<file path="src/rtl/keypad_pkg.sv">
// Shared types and helpers for the matrix keypad scanner.
// Holds the FSM and frame-result encodings plus the key code mapping.
package keypad_pkg;

  typedef enum logic [1:0] {
    ST_IDLE,
    ST_DEBOUNCE,
    ST_PRESSED,
    ST_RELEASE
  } kp_state_t;

  typedef enum logic [1:0] {
    RES_NONE,
    RES_SINGLE,
    RES_MULTI
  } frame_res_t;

  // Code 0 is reserved for the last key so that key (0,0) reads as 1.
  function automatic int key_code_f(int r, int c, int cols, int rows);
    return (r * cols + c + 1) % (rows * cols);
  endfunction

endpackage

</file>
<file path="src/rtl/keypad_scanner_if.sv">
// Pad-side and consumer-side signals of the keypad scanner.
// The master modport is the scanner; the slave modport is the keypad/consumer side.
interface keypad_scanner_if #(
  parameter int ROWS = 4,
  parameter int COLS = 4
);
  localparam int KEY_W = $clog2(ROWS * COLS);

  logic [ROWS-1:0]  row_n;
  logic [COLS-1:0]  col_n;
  logic [KEY_W-1:0] key_code;
  logic             key_valid;
  logic             key_held;
  logic             multi_key;

  modport master (
    input  row_n,
    output col_n, key_code, key_valid, key_held, multi_key
  );

  modport slave (
    output row_n,
    input  col_n, key_code, key_valid, key_held, multi_key
  );
endinterface

</file>
<file path="src/rtl/keypad_col_scan.sv">
// Column driver, row synchroniser and per-frame press accumulator.
// frame_end/frame_res/frame_code are combinational on the last column's sample cycle; no backpressure.
module keypad_col_scan
  import keypad_pkg::*;
#(
  parameter int ROWS     = 4,
  parameter int COLS     = 4,
  parameter int SCAN_DIV = 1000,
  parameter int KEY_W    = $clog2(ROWS * COLS)
) (
  input  logic             clock,
  input  logic             reset,
  input  logic [ROWS-1:0]  row_n,
  output logic [COLS-1:0]  col_n,
  output logic             frame_end,
  output frame_res_t       frame_res,
  output logic [KEY_W-1:0] frame_code
);

  localparam int DW = $clog2(SCAN_DIV);
  localparam int CW = $clog2(COLS);

  logic [ROWS-1:0]  row_s1, row_s2;
  logic [DW-1:0]    div;
  logic [CW-1:0]    col, col_nx;
  logic             sample;
  logic [1:0]       acc_hits, hits;
  logic [KEY_W-1:0] acc_code, code;

  assign sample    = (div == DW'(SCAN_DIV - 1));
  assign col_nx    = (col == CW'(COLS - 1)) ? '0 : col + CW'(1);
  assign frame_end = sample && (col == CW'(COLS - 1));

  // Merge this column's presses into the running frame; count saturates at 2.
  always_comb begin
    hits = acc_hits;
    code = acc_code;
    if (sample) begin
      for (int r = 0; r < ROWS; r++) begin
        if (!row_s2[r]) begin
          if (hits == 2'd0) code = KEY_W'(key_code_f(r, int'(col), COLS, ROWS));
          if (hits != 2'd2) hits = hits + 2'd1;
        end
      end
    end
  end

  always_comb begin
    frame_res  = RES_NONE;
    frame_code = code;
    if (hits == 2'd1)      frame_res = RES_SINGLE;
    else if (hits == 2'd2) frame_res = RES_MULTI;
  end

  // Synchroniser clears to all-idle so reset never looks like a press.
  always_ff @(posedge clock) begin
    if (reset) begin
      row_s1   <= '1;
      row_s2   <= '1;
      div      <= '0;
      col      <= '0;
      col_n    <= ~COLS'(1);
      acc_hits <= '0;
      acc_code <= '0;
    end else begin
      row_s1 <= row_n;
      row_s2 <= row_s1;
      if (sample) begin
        div   <= '0;
        col   <= col_nx;
        col_n <= ~(COLS'(1) << col_nx);
        if (frame_end) begin
          acc_hits <= '0;
          acc_code <= '0;
        end else begin
          acc_hits <= hits;
          acc_code <= code;
        end
      end else begin
        div <= div + DW'(1);
      end
    end
  end

endmodule

</file>
<file path="src/rtl/keypad_scanner.sv">
// Matrix keypad scanner: frame-level debounce with one key_valid strobe per press.
// Outputs update one cycle after each frame-end sample edge; no backpressure.
module keypad_scanner
  import keypad_pkg::*;
#(
  parameter int ROWS     = 4,
  parameter int COLS     = 4,
  parameter int SCAN_DIV = 1000,
  parameter int DEBOUNCE = 4
) (
  input logic              clock,
  input logic              reset,
  keypad_scanner_if.master bus
);

  localparam int KEY_W = $clog2(ROWS * COLS);
  localparam int DBW   = $clog2(DEBOUNCE + 1);

  logic             frame_end;
  frame_res_t       frame_res;
  logic [KEY_W-1:0] frame_code;

  kp_state_t        state, state_nx;
  logic [DBW-1:0]   cnt, cnt_nx, cnt_inc;
  logic [KEY_W-1:0] cand, cand_nx;
  logic             accept;
  logic             same_key;

  logic [KEY_W-1:0] key_code_q;
  logic             key_valid_q, key_held_q, multi_q;

  keypad_col_scan #(
    .ROWS(ROWS), .COLS(COLS), .SCAN_DIV(SCAN_DIV), .KEY_W(KEY_W)
  ) u_scan (
    .clock     (clock),
    .reset     (reset),
    .row_n     (bus.row_n),
    .col_n     (bus.col_n),
    .frame_end (frame_end),
    .frame_res (frame_res),
    .frame_code(frame_code)
  );

  assign cnt_inc  = cnt + DBW'(1);
  assign same_key = (frame_res == RES_SINGLE) && (frame_code == cand);

  always_comb begin
    state_nx = state;
    cnt_nx   = cnt;
    cand_nx  = cand;
    accept   = 1'b0;
    if (frame_end) begin
      unique case (state)
        ST_IDLE: begin
          if (frame_res == RES_SINGLE) begin
            cand_nx = frame_code;
            cnt_nx  = DBW'(1);
            if (DEBOUNCE == 1) begin
              state_nx = ST_PRESSED;
              accept   = 1'b1;
            end else begin
              state_nx = ST_DEBOUNCE;
            end
          end
        end
        ST_DEBOUNCE: begin
          if (same_key) begin
            cnt_nx = cnt_inc;
            if (cnt_inc == DBW'(DEBOUNCE)) begin
              state_nx = ST_PRESSED;
              accept   = 1'b1;
            end
          end else if (frame_res == RES_SINGLE) begin
            cand_nx = frame_code;
            cnt_nx  = DBW'(1);
          end else begin
            state_nx = ST_IDLE;
          end
        end
        ST_PRESSED: begin
          if (!same_key) begin
            // A single empty frame already completes release when DEBOUNCE is 1.
            if (frame_res == RES_NONE && DEBOUNCE == 1) begin
              state_nx = ST_IDLE;
            end else begin
              state_nx = ST_RELEASE;
              cnt_nx   = (frame_res == RES_NONE) ? DBW'(1) : '0;
            end
          end
        end
        ST_RELEASE: begin
          if (frame_res == RES_NONE) begin
            cnt_nx = cnt_inc;
            if (cnt_inc == DBW'(DEBOUNCE)) state_nx = ST_IDLE;
          end else if (same_key) begin
            state_nx = ST_PRESSED;
          end else begin
            cnt_nx = '0;
          end
        end
        default: state_nx = ST_IDLE;
      endcase
    end
  end

  always_ff @(posedge clock) begin
    if (reset) begin
      state       <= ST_IDLE;
      cnt         <= '0;
      cand        <= '0;
      key_code_q  <= '0;
      key_valid_q <= 1'b0;
      key_held_q  <= 1'b0;
      multi_q     <= 1'b0;
    end else begin
      state       <= state_nx;
      cnt         <= cnt_nx;
      cand        <= cand_nx;
      key_valid_q <= accept;
      key_held_q  <= (state_nx == ST_PRESSED) || (state_nx == ST_RELEASE);
      if (accept)    key_code_q <= cand_nx;
      if (frame_end) multi_q    <= (frame_res == RES_MULTI);
    end
  end

  assign bus.key_code  = key_code_q;
  assign bus.key_valid = key_valid_q;
  assign bus.key_held  = key_held_q;
  assign bus.multi_key = multi_q;

endmodule

</file>
<file path="src/flat_wrapper.sv">
// flat-port wrapper written by rule: the top's interface ports become plain ports
module keypad_scanner_flat import keypad_pkg::*;
#(
  parameter int ROWS     = 4,
  parameter int COLS     = 4,
  parameter int SCAN_DIV = 1000,
  parameter int DEBOUNCE = 4
)
  (clock, reset, bus_row_n, bus_col_n, bus_key_code, bus_key_valid, bus_key_held, bus_multi_key);
  keypad_scanner_if #(.ROWS(ROWS), .COLS(COLS)) bus_i ();
  input logic clock;
  input logic reset;
  input wire logic [$bits(bus_i.row_n)-1:0] bus_row_n;
  output wire logic [$bits(bus_i.col_n)-1:0] bus_col_n;
  output wire logic [$bits(bus_i.key_code)-1:0] bus_key_code;
  output wire logic [$bits(bus_i.key_valid)-1:0] bus_key_valid;
  output wire logic [$bits(bus_i.key_held)-1:0] bus_key_held;
  output wire logic [$bits(bus_i.multi_key)-1:0] bus_multi_key;
  assign bus_i.row_n = bus_row_n;
  assign bus_col_n = bus_i.col_n;
  assign bus_key_code = bus_i.key_code;
  assign bus_key_valid = bus_i.key_valid;
  assign bus_key_held = bus_i.key_held;
  assign bus_multi_key = bus_i.multi_key;
  keypad_scanner #(.ROWS(ROWS), .COLS(COLS), .SCAN_DIV(SCAN_DIV), .DEBOUNCE(DEBOUNCE)) u_core (.clock(clock), .reset(reset), .bus(bus_i));
endmodule
</file>
<file path="config.mk">
export PLATFORM = sky130hd
export DESIGN_NAME = keypad_scanner_flat
export DESIGN_NICKNAME = d
export VERILOG_FILES = /design/src/rtl/keypad_pkg.sv /design/src/rtl/keypad_scanner_if.sv /design/src/rtl/keypad_col_scan.sv /design/src/rtl/keypad_scanner.sv /design/src/flat_wrapper.sv
export SDC_FILE = /design/constraint.sdc
export NUM_CORES = 1
export LEC_CHECK = 0
export CAP_MARGIN = 5
export CORE_ASPECT_RATIO = 1.25
export CORE_MARGIN = 8
export CORE_UTILIZATION = 50
export DETAILED_ROUTE_END_ITERATION = 8
export PLACE_DENSITY = 0.8
export SYNTH_ARGS = -nofsm -noshare
export SYNTH_HDL_FRONTEND = slang
export SYNTH_HIERARCHICAL = 1
export SYNTH_SLANG_ARGS = --single-unit
</file>
<file path="constraint.sdc">
create_clock -name clock -period 6.5 [get_ports clock]
set_input_delay 0.975 -clock clock [delete_from_list [all_inputs] [get_ports clock]]
set_output_delay 0.975 -clock clock [all_outputs]
set_load 0.02 [all_outputs]
</file>
# ---- Word-level counts from Yosys, hierarchy flattened
# Index checks and enable logic that the tools add are counted.
dict set report word_totals {
  register_bits 46
  elab_cells 111
}
dict set report op_classes {
  addsub 14
  n_eq_ne 19
  shift 1
  mux 51
  n_bitwise 1
  reduce_logical 11
}
# op n
set ops {}
lappend ops {{$mux 4} 13}
lappend ops {{$mux 2} 25}
lappend ops {{$mux 3} 5}
lappend ops {{$eq 2x2->1 const B} 7}
lappend ops {{$add 4x1->4 const B} 3}
lappend ops {{$logic_not 2->1} 6}
lappend ops {{$pmux 3 s4} 1}
lappend ops {{$add 10x1->10 const B} 1}
lappend ops {{$add 2x1->2 const B} 5}
lappend ops {{$eq 10x10->1 const B} 1}
lappend ops {{$ne 2x2->1 const B} 5}
lappend ops {{$add 4x2->4 const A} 2}
lappend ops {{$pmux 2 s4} 1}
lappend ops {{$pmux 4 s2} 1}
lappend ops {{$eq 2x1->1 const B} 3}
lappend ops {{$mux 1} 5}
lappend ops {{$add 3x2->4 const A} 1}
lappend ops {{$eq 4x4->1} 1}
lappend ops {{$not 4->4} 1}
lappend ops {{$shl 1x2->4 const A} 1}
lappend ops {{$add 2x1->3 const B} 1}
lappend ops {{$add 3x1->3 const B} 1}
lappend ops {{$eq 3x3->1 const B} 1}
lappend ops {{$ne 3x3->1 const B} 1}
lappend ops {{other kinds (4)} 5}

# ---- Longest topological paths before layout
# Gate-level depths: netlist of run 1.
dict set report depth {
  word_depth 27
  ltp_mapped 13
  mapped_depth_nobuf 12
}

# ---- Hierarchy
# Netlist of run 1, hierarchy kept.
# mod n_inst cells_each area_per_inst_um2
set modules_own_cells {}
lappend modules_own_cells {keypad_col_scan 1 201 1705.4}
lappend modules_own_cells {keypad_scanner 1 125 1017.2}

# ---- Worst setup path after synthesis of run 1
# No wires, ideal clock.
dict set report synth_timing {
  path_kind {flip-flop to flip-flop}
  start {register u_core.u_scan.acc_hits[0]}
  end {register u_core.cand[2]}
  setup_time_ns 0.087
  arrival_time_ns 3.261
  required_ns 6.413
  path_slack_ns 3.152
  path_stages_with_launch 14
  n_path_buf 1
  synth_period_minus_slack_ns 3.348
  path_cell_list {dfxtp_1 > inv_1 > ha_1 > mux2i_1 > nor3_1 > o32a_1 > a211o_1 > a31oi_2 > o211a_1 > buf_2 > nand2b_1 > a211oi_1 > o21ai_1 > o31ai_1}
}
dict set report synth_between {
  elab_cells_between_ends 44
  classes_between {add/sub (4); eq/ne (8); mux (27); reduce/logical (5)}
}
# item line
set synth_lines {}
lappend synth_lines {{start: declaration} keypad_col_scan.sv:27} ;# logic [1:0] acc_hits, hits;
lappend synth_lines {{start signal: assignment} keypad_col_scan.sv:76} ;# acc_hits <= hits;
lappend synth_lines {{$add 2x1->2 or $ne 2x2->1 (tied branches)} keypad_col_scan.sv:42} ;# if (hits != 2'd2) hits = hits + 2'd1;
lappend synth_lines {{$mux 2} keypad_col_scan.sv:42}
lappend synth_lines {{$mux 2} keypad_col_scan.sv:40} ;# if (!row_s2[r]) begin
lappend synth_lines {{$mux 2} keypad_col_scan.sv:38} ;# if (sample) begin
lappend synth_lines {{$add 2x1->2 or $ne 2x2->1 (tied branches)} keypad_col_scan.sv:42}
lappend synth_lines {{$mux 2} keypad_col_scan.sv:42}
lappend synth_lines {{$mux 2} keypad_col_scan.sv:40}
lappend synth_lines {{$mux 2} keypad_col_scan.sv:38}
lappend synth_lines {{(+8 left out)} --}
lappend synth_lines {{$eq 2x1->1 *} keypad_col_scan.sv:51} ;# if (hits == 2'd1) frame_res = RES_SINGLE;
lappend synth_lines {{$mux 2 *} keypad_col_scan.sv:51}
lappend synth_lines {{named net u_core.frame_res[0]} keypad_scanner.sv:20} ;# frame_res_t frame_res;
lappend synth_lines {{$eq 2x1->1 *} {keypad_scanner.sv:45, keypad_scanner.sv:55, keypad_scanner.sv:73}}
lappend synth_lines {{$mux 4 or $logic_and 1x1->1 (tied branches)} {keypad_scanner.sv:55, keypad_scanner.sv:73, keypad_scanner.sv:45}}
lappend synth_lines {{$mux 4} keypad_scanner.sv:67} ;# if (same_key) begin
lappend synth_lines {{$pmux 4 s2 *} keypad_scanner.sv:53} ;# unique case (state)
lappend synth_lines {{$mux 4 *} keypad_scanner.sv:52} ;# if (frame_end) begin
lappend synth_lines {{end signal: assignment} keypad_scanner.sv:118} ;# cand <= cand_nx;
lappend synth_lines {{end: declaration} keypad_scanner.sv:25} ;# logic [KEY_W-1:0] cand, cand_nx;
# Mark *: on every way through the listed nets, which the timed path passes. The rest lies on a longest branch. The select of a mux whose other input is x is not followed.
# A chain may end at the register's enable or synchronous reset.

# ---- Worst setup path after layout of run 1
dict set report layout_timing {
  start {register u_core.u_scan.acc_hits[0]}
  end {register u_core.cand[2]}
}
dict set report layout_between {
  elab_chain_len 24
  elab_cells_between_ends 44
  classes_between {add/sub (4); eq/ne (8); mux (27); reduce/logical (5)}
}
# item line
set layout_rtl {}
lappend layout_rtl {{$add 2x1->2 or $ne 2x2->1 (tied branches)} keypad_col_scan.sv:42}
lappend layout_rtl {{$mux 2} keypad_col_scan.sv:42}
lappend layout_rtl {{$mux 2} keypad_col_scan.sv:40}
lappend layout_rtl {{$mux 2} keypad_col_scan.sv:38}
lappend layout_rtl {{$add 2x1->2 or $ne 2x2->1 (tied branches)} keypad_col_scan.sv:42}
lappend layout_rtl {{$mux 2} keypad_col_scan.sv:42}
lappend layout_rtl {{$mux 2} keypad_col_scan.sv:40}
lappend layout_rtl {{$mux 2} keypad_col_scan.sv:38}
lappend layout_rtl {{(+9 left out)} --}
lappend layout_rtl {{$mux 2} keypad_col_scan.sv:52} ;# else if (hits == 2'd2) frame_res = RES_MULTI;
lappend layout_rtl {{$mux 2 *} keypad_col_scan.sv:51}
lappend layout_rtl {{named net u_core.frame_res[1]} keypad_scanner.sv:20}
lappend layout_rtl {{$eq 2x1->1 *} {keypad_scanner.sv:45, keypad_scanner.sv:55, keypad_scanner.sv:73}}
lappend layout_rtl {{$mux 4 or $logic_and 1x1->1 (tied branches)} {keypad_scanner.sv:55, keypad_scanner.sv:73, keypad_scanner.sv:45}}
lappend layout_rtl {{$mux 4} keypad_scanner.sv:67}
lappend layout_rtl {{$pmux 4 s2 *} keypad_scanner.sv:53}
lappend layout_rtl {{$mux 4 *} keypad_scanner.sv:52}
# Marks and branches as above.

==> impl_metrics.toml, run 1 <==
[outcome]
run_status = "finished clean"

[worst_setup_path]
crit_type = "register to register"
worst-endpoint-required_ns = 6.70
cp_data_arrival_time_ns = 4.48
worst_setup_path_start_kind = "register"
cp-startpoint = "u_core/u_scan/acc_hits[0]$_SDFFE_PP0N_"
reg2reg_from = "u_core/u_scan/acc_hits[0]$_SDFFE_PP0N_"
crit_fanout = 12
end_kind = "register"

[cells_and_area]
mostFrequentLayoutCells = "sky130_fd_sc_hd__dfxtp_1 (46), sky130_fd_sc_hd__nor2_1 (30), sky130_fd_sc_hd__a21oi_1 (21)"
finalInstanceArea_mm2 = 0.002988
diodes = 0
final_cells = 395
layout.cells.most_common = "sky130_fd_sc_hd__dfxtp_1"
fraction_of_layout_instances_using_a_drive_strength_above_1_pct = 9.366
final_nets = 346
area_delta_synth_final_pct = 9.743
final_core_utilization_pct = 56.06

[route]
dr.pass1.iters = 4
average_routed_wire_per_standard_cell_um = 15.29
post_route_drc_violation_count = 0
finalWirelength_um = 6039
vias_per_cell = 6.061
drt_first_iter_violations = 234
number_of_nets_still_failing_antenna_checks_after_routing = 0
routed-via-count = 2394

[power]
clockPowerShare_pct = 39.5
p_sw_share_pct = 21.81
intPower_mw = 0.4131
peak_vdd_ir_v = 0.0001424
net-switching-power_mw = 0.1152
power.density_cell_area_mw_per_mm2 = 176.8
report.power.total_mw = 0.5283
share_seq_of_total_power_pct = 55.0
static-leakage-power_nw = 1.141
comb_power_share_pct = 5.5

[logic_synthesis]
synth_top_flop_cell = "sky130_fd_sc_hd__dfxtp_1"
netlist_top_cells_area = "sky130_fd_sc_hd__dfxtp_1 (34%), sky130_fd_sc_hd__ha_1 (4.6%), sky130_fd_sc_hd__nor2_1 (4.1%)"
synthDominantAreaCellType = "sky130_fd_sc_hd__dfxtp_1"
netlist_instances = 326
syn-cell-area_mm2 = 0.002723
synth-seq-area-share_pct = 33.82
synth_top_cell_area_share_pct = 33.82
count_of_yosys_warnings_during_synthesis = 6
synth.avg_cell_area_um2 = 8.352
synthMuxAreaShare_pct = 4.136
synth_top_family_by_area = "simple AND/OR/NAND/NOR gates"
synthXorXnorAreaFrac_pct = 4.825
synth.distinct_cells = 64
synth_simple_gate_area_share_pct = 23.94
synthesis.nets = 342
ys_async_sr_fraction_pct = 0
synth_fa_ha_area_share_pct = 4.963
count_of_flip_flops_with_a_built_in_enable_after_synthesis = 0
postSynthRegisterBits = 46
synth_compound_area_share_pct = 22.56

[sta]
totalNegativeSetupSlack_ns = 0
timing.max_slew.rel_slack_pct = 15.68
period_utilization_pct = 65.81
minimum_clock_period_ns = 4.277
rsz0062_at_grt = "false"
finalSetupViolations = 0
hold-worst-slack_ns = 0.4145
timing_worst_slew_pin_value_ns = 1.257
fin_worst_skew_ns = 0.009040
final_max_slew_viol_count = 0
fin_hold_viols = 0
maxClockFrequency_mhz = 233.8
layout_setup_ws_ns = 2.223

[global_routing]
antenna_violations_before_repair = 0
grt_max_degree = 24
number_of_global_route_vias_before_repair = 2300
met2_usage_pct = 25.82
met3_usage_pct = 3.461
grt_first_pass_wirelength_um = 10080
overflow = 0
grt.busiest_layer = "met2"
globalRouteMet1Util_pct = 16.51
gr-usage-all-layers_pct = 15.11

[flow_run]
cap_violations = 0

[floorplanning]
core-area_mm2 = 0.005330
ioPinCount = 17
die-width_um = 82
die_area_mm2 = 0.008077
initial_core_util_pct = 51.08
fp-row-count = 30
floorplan.die.height_um = 98.50

[clock_network]
clock-root-buffer = "sky130_fd_sc_hd__clkbuf_8"
post_cts_resized = 0
clock_transition_at_the_registers_of_the_reported_paths_ns = 0.08
cts.htree.levels = 2
cts_tree = "yes"
clk_lat_worst_skew_ns = 0.30
postCtsSetupRepairBufs = 0
cts_hold_repair.buffers = 0
clock_path_buffers = 2
cts-buffers-inserted = 5
cts_sinks = 46

[placement]
finalWeightedCongestion = 0.8707
detailed_place.area_mm2 = 0.002878
place.detailed.hpwl_um = 4257
numPlacedInstances = 387
detailedPlace.worstSlack_ns = 2.406
port_buffer_count = 16

[worst_hold_path]
worstHoldStart = "u_core/u_scan/row_s1[2]$_SDFF_PP1_"
min_path_type = "register to register"
## metal layers
layer / part of all wire (%) / wire, um
met5: 0 / 0
met4: 2.6 / 154
met3: 5.0 / 301
met2: 52 / 3116
met1: 41 / 2467
## state kept, by name (all words and copies together) (netlist names)
signal and count:
u_core/bus.multi_key 1, u_core/state 2, u_core/u_scan/div 10, u_core/u_scan/acc_hits 2, u_core/u_scan/col 2, u_core/u_scan/row_s2 4
u_core/u_scan/row_s1 4, u_core/cand 4, u_core/u_scan/col_n 4, u_core/u_scan/acc_code 4, u_core/bus.key_valid 1, u_core/bus.key_code 4
u_core/bus.key_held 1, u_core/cnt 3
## cell usage after synthesis, types with 3 or more instances
master	count
sky130_fd_sc_hd__dfxtp_1	46
sky130_fd_sc_hd__nor2_1	30
sky130_fd_sc_hd__a21oi_1	21
sky130_fd_sc_hd__nand2_1	18
sky130_fd_sc_hd__inv_1	15
sky130_fd_sc_hd__nor3_1	14
sky130_fd_sc_hd__clkbuf_1	12
sky130_fd_sc_hd__ha_1	10
sky130_fd_sc_hd__xor2_1	10
sky130_fd_sc_hd__o21ai_0	9
sky130_fd_sc_hd__or2_2	9
sky130_fd_sc_hd__nand3_1	8
sky130_fd_sc_hd__o211ai_1	8
sky130_fd_sc_hd__nand2b_1	7
sky130_fd_sc_hd__a31oi_1	6
sky130_fd_sc_hd__and3_1	5
sky130_fd_sc_hd__buf_2	5
sky130_fd_sc_hd__mux2i_1	5
sky130_fd_sc_hd__o21ai_1	5
sky130_fd_sc_hd__o31ai_1	5
sky130_fd_sc_hd__xnor2_1	5
sky130_fd_sc_hd__a211oi_1	4
sky130_fd_sc_hd__nand3b_1	4
sky130_fd_sc_hd__nor4b_1	4
sky130_fd_sc_hd__a211o_1	3
sky130_fd_sc_hd__mux2_2	3
sky130_fd_sc_hd__nand4_1	3
sky130_fd_sc_hd__nor2b_1	3
sky130_fd_sc_hd__o211a_1	3
sky130_fd_sc_hd__o22ai_1	3
sky130_fd_sc_hd__or3_1	3
## layout make-up
| class | instances | area (um2) |
|---|---|---|
| Fill cell | 479 | 2342 |
| Multi-Input combinational cell | 243 | 1645 |
| Sequential cell | 46 | 920.9 |
| Timing Repair Buffer | 17 | 167.7 |
| Tap cell | 64 | 80.08 |
| Clock buffer | 6 | 72.57 |
| Inverter | 17 | 63.81 |
| Clock inverter | 2 | 37.54 |
## logic make-up after synthesis
kind of cell               count (synthesis)
DFF                                       46
buffers and inverters                     37
and+or+nand+nor                          119
xor gates and xnor gates                  15
adders and majority gates                 11
muxes                                     10
AOI/OAI and AO/OA                         88
## power groups by stage
| stage | sequential [mW] | clock, mW | combinational [mW] |
|---|---|---|---|
| 3_3_place_gp | 0.297 | 0 | 0.0280 |
| 2_1_floorplan | 0.294 | 0 | 0.0241 |
| 5_1_grt | 0.291 | 0.229 | 0.0318 |
| 4_1_cts | 0.290 | 0.216 | 0.0287 |
| 6_report | 0.290 | 0.209 | 0.0290 |
| 3_5_place_dp | 0.297 | 0 | 0.0284 |
## worst paths after layout
path,endpoint,slack (ns),depth (start not counted)
min reg2reg,u_core/u_scan/row_s2[2]$_SDFF_PP1_,0.41,1
min,u_core/u_scan/row_s2[2]$_SDFF_PP1_,0.41,1
max reg2reg,u_core/cand[2]$_SDFF_PP0_,2.22,12
max,u_core/cand[2]$_SDFF_PP0_,2.22,12
## worst max-delay path, cell delays in order, from the launching register on
cell	delay (ns)
sky130_fd_sc_hd__dfxtp_1	0.44
sky130_fd_sc_hd__inv_1	0.13
sky130_fd_sc_hd__ha_1	0.36
sky130_fd_sc_hd__mux2i_1	0.53
sky130_fd_sc_hd__nor3_1	0.16
sky130_fd_sc_hd__o32a_1	0.36
sky130_fd_sc_hd__o211ai_1	0.13
sky130_fd_sc_hd__a31oi_2	0.14
sky130_fd_sc_hd__a211oi_1	1.02
sky130_fd_sc_hd__nor4b_1	0.14
sky130_fd_sc_hd__a211oi_1	0.35
sky130_fd_sc_hd__o21ai_1	0.16
sky130_fd_sc_hd__o31ai_1	0.25
Power figures use the tool's default switching activity.
==> run 2: changes to the inputs <==
clock period = 4.3 ns   (was 6.5 ns; I/O delays follow)
==> impl_metrics.toml, run 2 (synthesis results as in run 1) <==
[clock_network]
clock-root-buffer = "sky130_fd_sc_hd__clkbuf_8"
clock_path_buffers = 2
cts_sinks = 46
clk_lat_worst_skew_ns = 0.30
postCtsSetupRepairBufs = 0
clock_transition_at_the_registers_of_the_reported_paths_ns = 0.08
cts_tree = "yes"
cts-buffers-inserted = 5
cts.htree.levels = 2

[sta]
fin_worst_skew_ns = 0.002246
timing_worst_slew_pin_value_ns = 1.110
rsz0062_at_grt = "false"
finalSetupViolations = 0
minimum_clock_period_ns = 3.913
fin_hold_viols = 0
period_utilization_pct = 91.00
timing.max_slew.rel_slack_pct = 25.53
totalNegativeSetupSlack_ns = 0
final_max_slew_viol_count = 0
maxClockFrequency_mhz = 255.5

[worst_setup_path]
end_kind = "register"
worst_setup_path_start_kind = "register"
crit_type = "register to register"
cp_data_arrival_time_ns = 4.12
worst-endpoint-required_ns = 4.51
crit_fanout = 12

[cells_and_area]
diodes = 0
top_register = "u_core/u_scan/div"
final_cells = 399
largest_register_ffs = 10
mostFrequentLayoutCells = "sky130_fd_sc_hd__dfxtp_1 (46), sky130_fd_sc_hd__nor2_1 (30), sky130_fd_sc_hd__a21oi_1 (21)"
final_nets = 350
area_delta_synth_final_pct = 10.11
layout.cells.most_common = "sky130_fd_sc_hd__dfxtp_1"
fraction_of_layout_instances_using_a_drive_strength_above_1_pct = 10.75

[flow_run]
cap_violations = 0

[route]
routed-via-count = 2430
number_of_nets_still_failing_antenna_checks_after_routing = 0
average_routed_wire_per_standard_cell_um = 15.11
drt_first_iter_violations = 192
dr.pass1.iters = 4
finalWirelength_um = 6027
post_route_drc_violation_count = 0
vias_per_cell = 6.090

[floorplanning]
die-width_um = 82
floorplan.die.height_um = 98.50
die_area_mm2 = 0.008077
ioPinCount = 17
fp-row-count = 30
core-area_mm2 = 0.005330
initial_core_util_pct = 51.08

[global_routing]
overflow = 0
number_of_global_route_vias_before_repair = 2374
grt_first_pass_wirelength_um = 10580
gr-usage-all-layers_pct = 15.75
antenna_violations_before_repair = 0
grt_max_degree = 27

[power]
power.density_cell_area_mw_per_mm2 = 247.6
peak_vdd_ir_v = 0.0001793
report.power.total_mw = 0.7423
static-leakage-power_nw = 1.149

[placement]
numPlacedInstances = 391
port_buffer_count = 16
finalWeightedCongestion = 0.8854
place.detailed.hpwl_um = 4407

[outcome]
run_status = "finished clean"

[worst_hold_path]
min_path_type = "register to register"
run 2: worst max-delay path, cell delays in order, from the launching register on:
cell,delay (ns)
sky130_fd_sc_hd__dfxtp_1,0.44
sky130_fd_sc_hd__inv_1,0.13
sky130_fd_sc_hd__ha_1,0.37
sky130_fd_sc_hd__mux2i_2,0.41
sky130_fd_sc_hd__nor3_1,0.15
sky130_fd_sc_hd__o32a_1,0.35
sky130_fd_sc_hd__o211ai_1,0.13
sky130_fd_sc_hd__a31oi_2,0.14
sky130_fd_sc_hd__a211oi_1,0.88
sky130_fd_sc_hd__nor4b_1,0.15
sky130_fd_sc_hd__a211oi_1,0.32
sky130_fd_sc_hd__o21ai_1,0.12
sky130_fd_sc_hd__o31ai_1,0.24
run 2: repair_timing:
item,in CTS,in global routing
setup endpoints to repair,0,4
hold buffers,0,0
gates resized for setup,0,1
run 2: layout make-up:
| class | instances | area [um2] |
|---|---|---|
| multi-input combinational | 243 | 1649 |
| tap | 64 | 80.08 |
| timing repair buffer | 21 | 197.7 |
| clock inverter | 2 | 13.76 |
| clock buffer | 6 | 72.57 |
| sequential | 46 | 920.9 |
| inverter | 17 | 63.81 |
| fill | 478 | 2332 |
run 2: stage by stage:
stage | util [%] | cell area (um2) | hold slack [ns] | setup WS (ns)
2_1_floorplan | - | 2723 | 0.3895 | 0.9520
3_3_place_gp | 54.55 | 2908 | 0.3928 | 0.5564
3_5_place_dp | 54.55 | 2908 | 0.3936 | 0.3139
4_1_cts | 56.17 | 2994 | 0.4144 | 0.2805
5_1_grt | 56.24 | 2998 | 0.4288 | 0.1139
6_report | 56.24 | 2998 | 0.4124 | 0.3868
run 2: path summary, 6_finish.rpt:
check / to / depth (start not counted) / start / slack (ns)
worst max-delay path: u_core/cand[2]$_SDFF_PP0_ / 12 / u_core/u_scan/acc_hits[0]$_SDFFE_PP0N_ / 0.39
worst min-delay path: u_core/u_scan/row_s2[3]$_SDFF_PP1_ / 1 / u_core/u_scan/row_s1[3]$_SDFF_PP1_ / 0.41
worst max register to register: u_core/cand[2]$_SDFF_PP0_ / 12 / u_core/u_scan/acc_hits[0]$_SDFFE_PP0N_ / 0.39
worst min register to register: u_core/u_scan/row_s2[3]$_SDFF_PP1_ / 1 / u_core/u_scan/row_s1[3]$_SDFF_PP1_ / 0.41
run 2: per-layer routing:
layer	wire length, um	GRT usage, %
met1	2514	17.67
met2	3124	26.92
met3	258	3.188
met5	0	0
met4	130	7.724
run 2: report_power, final:
group          total (mW)  switching [mW]  internal [mW]  leakage [nW]
registers           0.439         0.00762          0.431         0.373
logic              0.0438          0.0241         0.0197         0.730
clock network       0.260           0.145          0.115        0.0452
total               0.742           0.176          0.566          1.15
